`config.mk`:
```
export PLATFORM = sky130hd
export DESIGN_NAME = fixed_point_square
export DESIGN_NICKNAME = d
export VERILOG_FILES = /design/src/rtl/fixed_point_square.sv
export SDC_FILE = /design/constraint.sdc
export NUM_CORES = 1
export LEC_CHECK = 0
export BUFFER_PORTS_ARGS = -buffer_cell sky130_fd_sc_hd__buf_2
export CORE_ASPECT_RATIO = 1.75
export CORE_MARGIN = 2
export CORE_UTILIZATION = 45
export DETAILED_ROUTE_END_ITERATION = 10
export SETUP_SLACK_MARGIN = 0.1
export SYNTH_ARGS = -nofsm -noshare
export SYNTH_HDL_FRONTEND = slang
export SYNTH_SLANG_ARGS = --single-unit
```
`constraint.sdc`:
```
create_clock -name i_clk -period 7.69 [get_ports i_clk]
set_clock_uncertainty 0.1 [all_clocks]
set_input_delay 1.538 -clock i_clk [delete_from_list [all_inputs] [get_ports i_clk]]
set_output_delay 1.538 -clock i_clk [all_outputs]
set_load 0.02 [all_outputs]
```
`src/rtl/fixed_point_square.sv`:
```
// Iterative unsigned fixed-point squarer: radix-2 shift-add, one multiplier bit per cycle,
// result rounded half-up and saturated back to the operand Q format.
module fixed_point_square #(
  parameter int unsigned WIDTH      = 32,
  parameter int unsigned FRACT_BITS = 16
) (
  input  logic                        i_clk,
  input  logic                        i_rst_n,
  input  logic                        i_start,
  input  logic [WIDTH-1:0]            i_x,
  output logic                        o_busy,
  output logic                        o_valid,
  output logic [WIDTH-1:0]            o_sq,
  output logic [WIDTH-FRACT_BITS-1:0] o_int,
  output logic [FRACT_BITS-1:0]       o_frac,
  output logic                        o_overflow
);

  localparam int unsigned CNT_W = $clog2(WIDTH);
  localparam int unsigned ACC_W = 2 * WIDTH;
  localparam int unsigned RND_W = ACC_W + 1;
  localparam logic [RND_W-1:0] RND_HALF = {{(RND_W-1){1'b0}}, 1'b1} << (FRACT_BITS - 1);

  typedef enum logic [1:0] {
    S_IDLE,
    S_CALC,
    S_DONE
  } state_t;

  state_t             state_q, state_d;
  logic [WIDTH-1:0]   mcand_q;
  logic [WIDTH-1:0]   mplier_q;
  logic [ACC_W-1:0]   acc_q;
  logic [CNT_W-1:0]   cnt_q;

  logic               last_c;
  logic               accept_c;
  logic [ACC_W-1:0]   addend_c;
  logic [ACC_W-1:0]   acc_sum_c;
  logic [RND_W-1:0]   rnd_c;
  logic               ovf_c;
  logic [WIDTH-1:0]   sq_c;

  // State register
  always_ff @(posedge i_clk) begin
    if (!i_rst_n) state_q <= S_IDLE;
    else          state_q <= state_d;
  end

  // Next-state logic; a start is only taken outside CALC
  always_comb begin
    state_d  = state_q;
    accept_c = 1'b0;
    last_c   = 1'b0;
    case (state_q)
      S_IDLE, S_DONE: begin
        accept_c = i_start;
        state_d  = i_start ? S_CALC : S_IDLE;
      end
      S_CALC: begin
        last_c = (cnt_q == CNT_W'(WIDTH - 1));
        if (last_c) state_d = S_DONE;
      end
      default: state_d = S_IDLE;
    endcase
  end

  // Shift-add step and round/saturate of the final accumulator value
  always_comb begin
    addend_c  = mplier_q[0] ? (ACC_W'(mcand_q) << cnt_q) : '0;
    acc_sum_c = acc_q + addend_c;
    rnd_c     = RND_W'(acc_sum_c) + RND_HALF;
    ovf_c     = (rnd_c >> (FRACT_BITS + WIDTH)) != '0;
    sq_c      = ovf_c ? '1 : WIDTH'(rnd_c >> FRACT_BITS);
  end

  // Datapath and result registers; results persist across new starts
  always_ff @(posedge i_clk) begin
    if (!i_rst_n) begin
      mcand_q    <= '0;
      mplier_q   <= '0;
      acc_q      <= '0;
      cnt_q      <= '0;
      o_busy     <= 1'b0;
      o_valid    <= 1'b0;
      o_sq       <= '0;
      o_int      <= '0;
      o_frac     <= '0;
      o_overflow <= 1'b0;
    end else begin
      o_valid <= 1'b0;
      if (accept_c) begin
        mcand_q  <= i_x;
        mplier_q <= i_x;
        acc_q    <= '0;
        cnt_q    <= '0;
        o_busy   <= 1'b1;
      end else if (state_q == S_CALC) begin
        acc_q    <= acc_sum_c;
        mplier_q <= mplier_q >> 1;
        cnt_q    <= cnt_q + CNT_W'(1);
        if (last_c) begin
          o_busy     <= 1'b0;
          o_valid    <= 1'b1;
          o_sq       <= sq_c;
          o_int      <= sq_c[WIDTH-1:FRACT_BITS];
          o_frac     <= sq_c[FRACT_BITS-1:0];
          o_overflow <= ovf_c;
        end
      end
    end
  end

endmodule

```
Word level (Yosys, flattened, before mapping)
Index checks and enable logic that the tools add are counted.
- add/subtract/negate cells: 3
- multipliers: 0
- divide/modulo/power cells: 0
- magnitude comparators: 0
- equality and inequality tests: 4
- shift-type cells: 1
- muxes and demuxes: 13
- bitwise gates (word level): 3
- reductions and logical operators: 9
- operators with widths (operator ; count):
    two-way mux 32 bit ; 3
    adder 64 x 16 -> 65 bit (second input constant) ; 1
    nonzero test 65 bit ; 1
    adder 64 bit ; 1
    two-way mux 64 bit ; 1
    << shifter 32 x 5 -> 64 bit ; 1
    two-way mux 1 bit ; 7
    adder 5 x 1 -> 5 bit (second input constant) ; 1
    == test 5 bit (second input constant) ; 1
    case mux 2 bit (2 select lines) ; 1
    nonzero test 2 bit ; 2
    OR reduction 2 bit ; 2
    inverter 1 bit ; 3
    AND reduction 3 bit ; 1
    OR reduction 3 bit ; 1
    == test 2 x 1 -> 1 bit (second input constant) ; 1
    == test 2 bit (second input constant) ; 1
    zero test 2 bit ; 1
    two-way mux 2 bit ; 1
    != test 2 bit (second input constant) ; 1
    AND reduction 2 bit ; 1
- register bits: 202
- latch bits: 0
- RAM bits: 0
- memory bits (read-only): 0
- input port bits: 35
- memories kept: 0

Logic depth before layout (Yosys ltp)
- depth after elaboration: 6
- gate-level depth with buffers: 29
- gate-level depth less buffers: 23

Least setup slack after synthesis
No wires, ideal clock.
- path kind: register to register
- start point: register cnt_q[1]
- end point: register o_overflow
- setup time: 0.125 ns
- arrival time: 5.904 ns
- slack: 1.561 ns
- stages on the path, launching flop included: 27
- path buffers: 6
- cells stage by stage: dfxtp_1 -> buf_1 -> clkbuf_1 -> mux4_2 -> a21oi_1 -> mux2i_1 -> nand2_1 -> o21ai_0 -> and2_1 -> ha_1 -> buf_2 -> a21oi_1 -> o21ai_0 -> a21oi_1 -> a21boi_0 -> a221oi_2 -> and2_1 -> or4b_4 -> or2_0 -> clkbuf_1 -> or3_1 -> buf_2 -> a211oi_2 -> o22ai_1 -> a21oi_2 -> buf_6 -> a31oi_1
- word-level cells in the longest chain between the ends: 5
- ends and longest elaborated chain (what ; RTL line ; RTL):
    from (decl) ; 34 ; logic [CNT_W-1:0] cnt_q;
    from (signal assigned) ; 101 ; cnt_q <= cnt_q + CNT_W'(1);
    << shifter 32 x 5 -> 64 bit ; 70 ; addend_c = mplier_q[0] ? (ACC_W'(mcand_q) << cnt_q) : '0;
    two-way mux 64 bit ; 70 ;
    adder 64 bit ; 71 ; acc_sum_c = acc_q + addend_c;
    adder 64 x 16 -> 65 bit ; 72 ; rnd_c = RND_W'(acc_sum_c) + RND_HALF;
    nonzero test 65 bit ; 73 ; ovf_c = (rnd_c >> (FRACT_BITS + WIDTH)) != '0;
    to (signal assigned) ; 108 ; o_overflow <= ovf_c;
    to (decl) ; 16 ; output logic o_overflow
Parallel ways exist; a longest one is shown, timed or not.
A chain may end at the register's enable or synchronous reset.

Final worst setup path
- start point: register cnt_q[0]
- end point: register o_sq[4]
- word-level cells in the longest chain between the ends: 6
- ends and longest elaborated chain (what ; RTL line ; RTL):
    << shifter 32 x 5 -> 64 bit ; 70 ;
    two-way mux 64 bit ; 70 ;
    adder 64 bit ; 71 ;
    adder 64 x 16 -> 65 bit ; 72 ;
    nonzero test 65 bit ; 73 ;
    two-way mux 32 bit ; 74 ; sq_c = ovf_c ? '1 : WIDTH'(rnd_c >> FRACT_BITS);
    to (signal assigned) ; 105 ; o_sq <= sq_c;
    to (decl) ; 13 ; output logic [WIDTH-1:0] o_sq,
Parallel ways exist; a longest one is shown, timed or not.

==> metrics.md <==
| Metric | Value |
|---|---|
| RSZ-0062 raised after global routing | `false` |
| Row count | `87` |
| Number of CTS-inserted buffers | `17` |
| Final antenna diode count | `0` |
| Overflow after GRT | `0` |
| Post-synth top area cell | `dfxtp_1` |
| Critical path arrival | `7640 ps` |
| Routability cong. | `0.987` |
| Hold path cells | `2` |
| Switching share of power | `30.2%` |
| CP max stage delay | `620 ps` |
| Period utilisation layout | `95.6%` |
| Clk sinks | `170` |
| Vias | `15.4k` |
| Post-synth EDFFs | `0` |
| I/O pin total | `102` |
| P_leak | `6.00 nW` |
| CTS tree | `done` |
| HPWL Detailed | `44600 um` |
| Drt drc | `0` |
| Min-delay worst type | `reg2reg` |
| Largest net degree at the start of global routing | `80` |
| Die Wd | `140 um` |
| Routed Antenna Nets | `0` |
| Nets@finish | `2184` |
| Die height | `242 um` |
| CP bufs+invs | `3` |
| Die ar. | `33800 sq um` |
| Status | `finished clean` |
| Sw Pwr | `0.627 mW` |
| Fmax | `136 MHz` |
| Worst r2r dst | `o_sq[4]` |
| Worst slew margin | `35.8%` |
| First-pass GRT wire length | `85200 um` |
| IO buf count | `101` |
| Crit path time final | `7350 ps` |
| Max-cap violations | `0` |
| Share of total power in sequential cells | `44.8%` |
| Sequential area share after synthesis | `23.4%` |
| Vias in the first global route | `14.9k` |
| Post-CTS Setup Bufs | `0` |
| Aggregate routed wire length | `55800 um` |
| Reg2Reg Setup Slack | `340 ps` |
| Initial antenna violation count | `0` |
| Clk pwr share | `43.5%` |
| Crit end category | `register` |
| Number of H-tree levels | `4` |
| Synth Flop Type | `dfxtp_1` |
| Cell family with most CP delay | `compound AO/OA/AOI/OAI gates` |
| Starting Density | `45.4%` |
| Cells after Synth | `2070` |
| Cell Int Power | `1.45 mW` |
| Worst-Margin Slew | `963 ps` |
| Mapped Area | `14500 sq um` |
| Top cell by count, worst path | `o21ai_0` |
| Post-synthesis average cell area | `7.02 sq um` |
| Unique masters post-synth | `83` |
| Layout area overhead | `9.43%` |
| GRT Overall Usage | `32.4%` |
| Top post-synthesis cells by area | `dfxtp_1 23%, nand2_1 11%, a21oi_1 6.9%` |
| Reg clk slew, reported paths | `70 ps` |
| Setup CP Type | `reg2reg` |
| WHS Endpoint | `acc_q[7]` |
| Layout cells sized above 1 | `13.1%` |
| TNS Setup | `0 ps` |
| Asr flop ratio synth | `0%` |
| IR drop worst, VDD | `0.171 mV` |
| Worst-path cell chain | `buf_12 -> mux4_2 -> nand2_1 -> o21ai_0 -> o21ai_0 -> mux2i_1 -> and2_1 -> ha_1 -> a21oi_1 -> o21ai_0 -> a21oi_2 -> o211ai_2 -> a221oi_2 -> and2_1 -> or4b_4 -> or2_0 -> buf_4 -> nor3_1 -> mux2_2 -> o22ai_1 -> a21oi_2 -> buf_12 -> a31oi_1` |
| PD cells | `131 nW/um^2` |
| Most frequent cells after synthesis | `411 x nand2_1, 199 x a21oi_1, 174 x nor2_1` |
| Placed cell count | `2463` |
| Synth warn | `0` |
| Total core area | `32000 sq um` |
| Final-report hold violation count | `0` |
| Reg2reg path depth | `23` |
| Slowest cell on the critical path | `dfxtp_2` |
| Yosys reg bits | `170` |
| RR Startpoint | `cnt_q[0]` |
| Avg WL per Cell | `22.4 um` |
| Non-Filler Instances | `2495` |
| Crit path depth | `23` |
| Fin. max-slew vios | `0` |
| Final setup fails | `0` |
| Crit start category | `register` |
| Critical Path RT | `7980 ps` |
| HP Start | `acc_q[7]` |
| Worst-path maximum fanout | `33` |
| Root buffer cell | `clkbuf_16` |
| Syn nets | `2172` |
| Clock Path Buffers | `2` |
| First DRT Iteration DRCs | `819` |
| Most frequent cell after synthesis | `nand2_1` |
| Logic pwr share | `11.8%` |
| Vias/cell | `6.19` |
| Yosys top cell area share | `23.4%` |
| Worst-Skew Late Latency | `470 ps` |
| Pre-antenna DRT Iters | `7` |
==> cell type report <==
class	count	area, sq um
inverter	22	82.6
tap	400	500
timing repair buffer	166	1060
clock buffer	19	443
sequential	170	3400
fill	3373	16100
clock inverter	13	136
multi-input combinational	1705	10300
==> flip-flops by register name (all words and copies together) (netlist names) <==
register    cells
cnt_q           5
mcand_q        32
acc_q          64
state_q         2
o_overflow      1
o_busy          1
o_sq           32
o_valid         1
mplier_q       32
==> layout by cell type (no fill, tap or decap), drive strengths merged, types with 6 or more instances in the layout <==
cell and count:
a211oi 27, a21boi 21, a21o 20, a21oi 201
a22o 6, a22oi 6, a31oi 76, and2 26
and3 25, buf 166, clkbuf 19, dfxtp 170
ha 66, inv 27, mux2 9, mux2i 41
mux4 17, nand2 411, nand2b 14, nand3 42
nand4 51, nor2 174, nor2b 15, nor3 63
nor3b 7, nor4 22, nor4b 6, o211a 6
o211ai 18, o21a 8, o21ai 138, o22ai 21
or2 11, or3 11, xnor2 42, xor2 29
==> worst min-delay path, stage by stage, from the launching register on <==
cell and delay [ps]:
dfxtp_1 310, nand2_1 50, a21oi_1 50
==> routing by layer <==
metal	wire, um	track usage, %	up-vias
li1	-	-	7485
met1	20400	33.6	7314
met2	29000	60.3	485
met3	2150	2.85	150
met4	4260	22.7	0
met5	0	0	-
==> power by group through the flow <==
stage	clock network, mW	logic, mW	registers, mW
global placement	0	0.242	0.950
finish	0.904	0.245	0.931
detailed placement	0	0.243	0.951
CTS	0.919	0.244	0.931
global route	0.943	0.267	0.934
floorplan	0	0.166	0.938
==> worst max path at each step <==
stage | startpoint | to | slack [ps]
floorplan | cnt_q[1] | o_overflow | 1560
global placement | cnt_q[0] | o_sq[4] | 240
detailed placement | cnt_q[0] | o_sq[4] | 180
CTS | cnt_q[0] | o_sq[4] | 150
global route | cnt_q[0] | o_sq[20] | 100
finish | cnt_q[0] | o_sq[4] | 340
==> cells by family after synthesis <==
group | synth area share (%)
AO/OA/AOI/OAI | 25.6
XOR/XNOR | 4.28
adder cells (fa/ha/maj) | 5.82
buffers and inverters | 6.36
flip-flops | 23.4
multiplexers | 6.15
AND/OR/NAND/NOR | 28.4
==> per-stage QoR <==
stage | hold WS [ps] | utilization, % | cell area [sq um] | total power, mW | worst slack (ps)
after floorplan | 336 | - | 14500 | 1.10 | 1560
after global placement | 342 | 47.7 | 15300 | 1.19 | 238
after detailed placement | 350 | 47.7 | 15300 | 1.19 | 178
after CTS | 361 | 49.5 | 15900 | 2.09 | 153
after global routing | 379 | 49.7 | 15900 | 2.14 | 103
final | 359 | 49.7 | 15900 | 2.08 | 342
==> repair_timing <==
| action | CTS | global route |
|---|---|---|
| endpoints found under the setup margin | 0 | 33 |
| resized for setup | 0 | 16 |
| hold buffers | 0 | 0 |
| hold endpoints to repair | 0 | 0 |
Note: power is estimated with default switching activity, not from simulation.
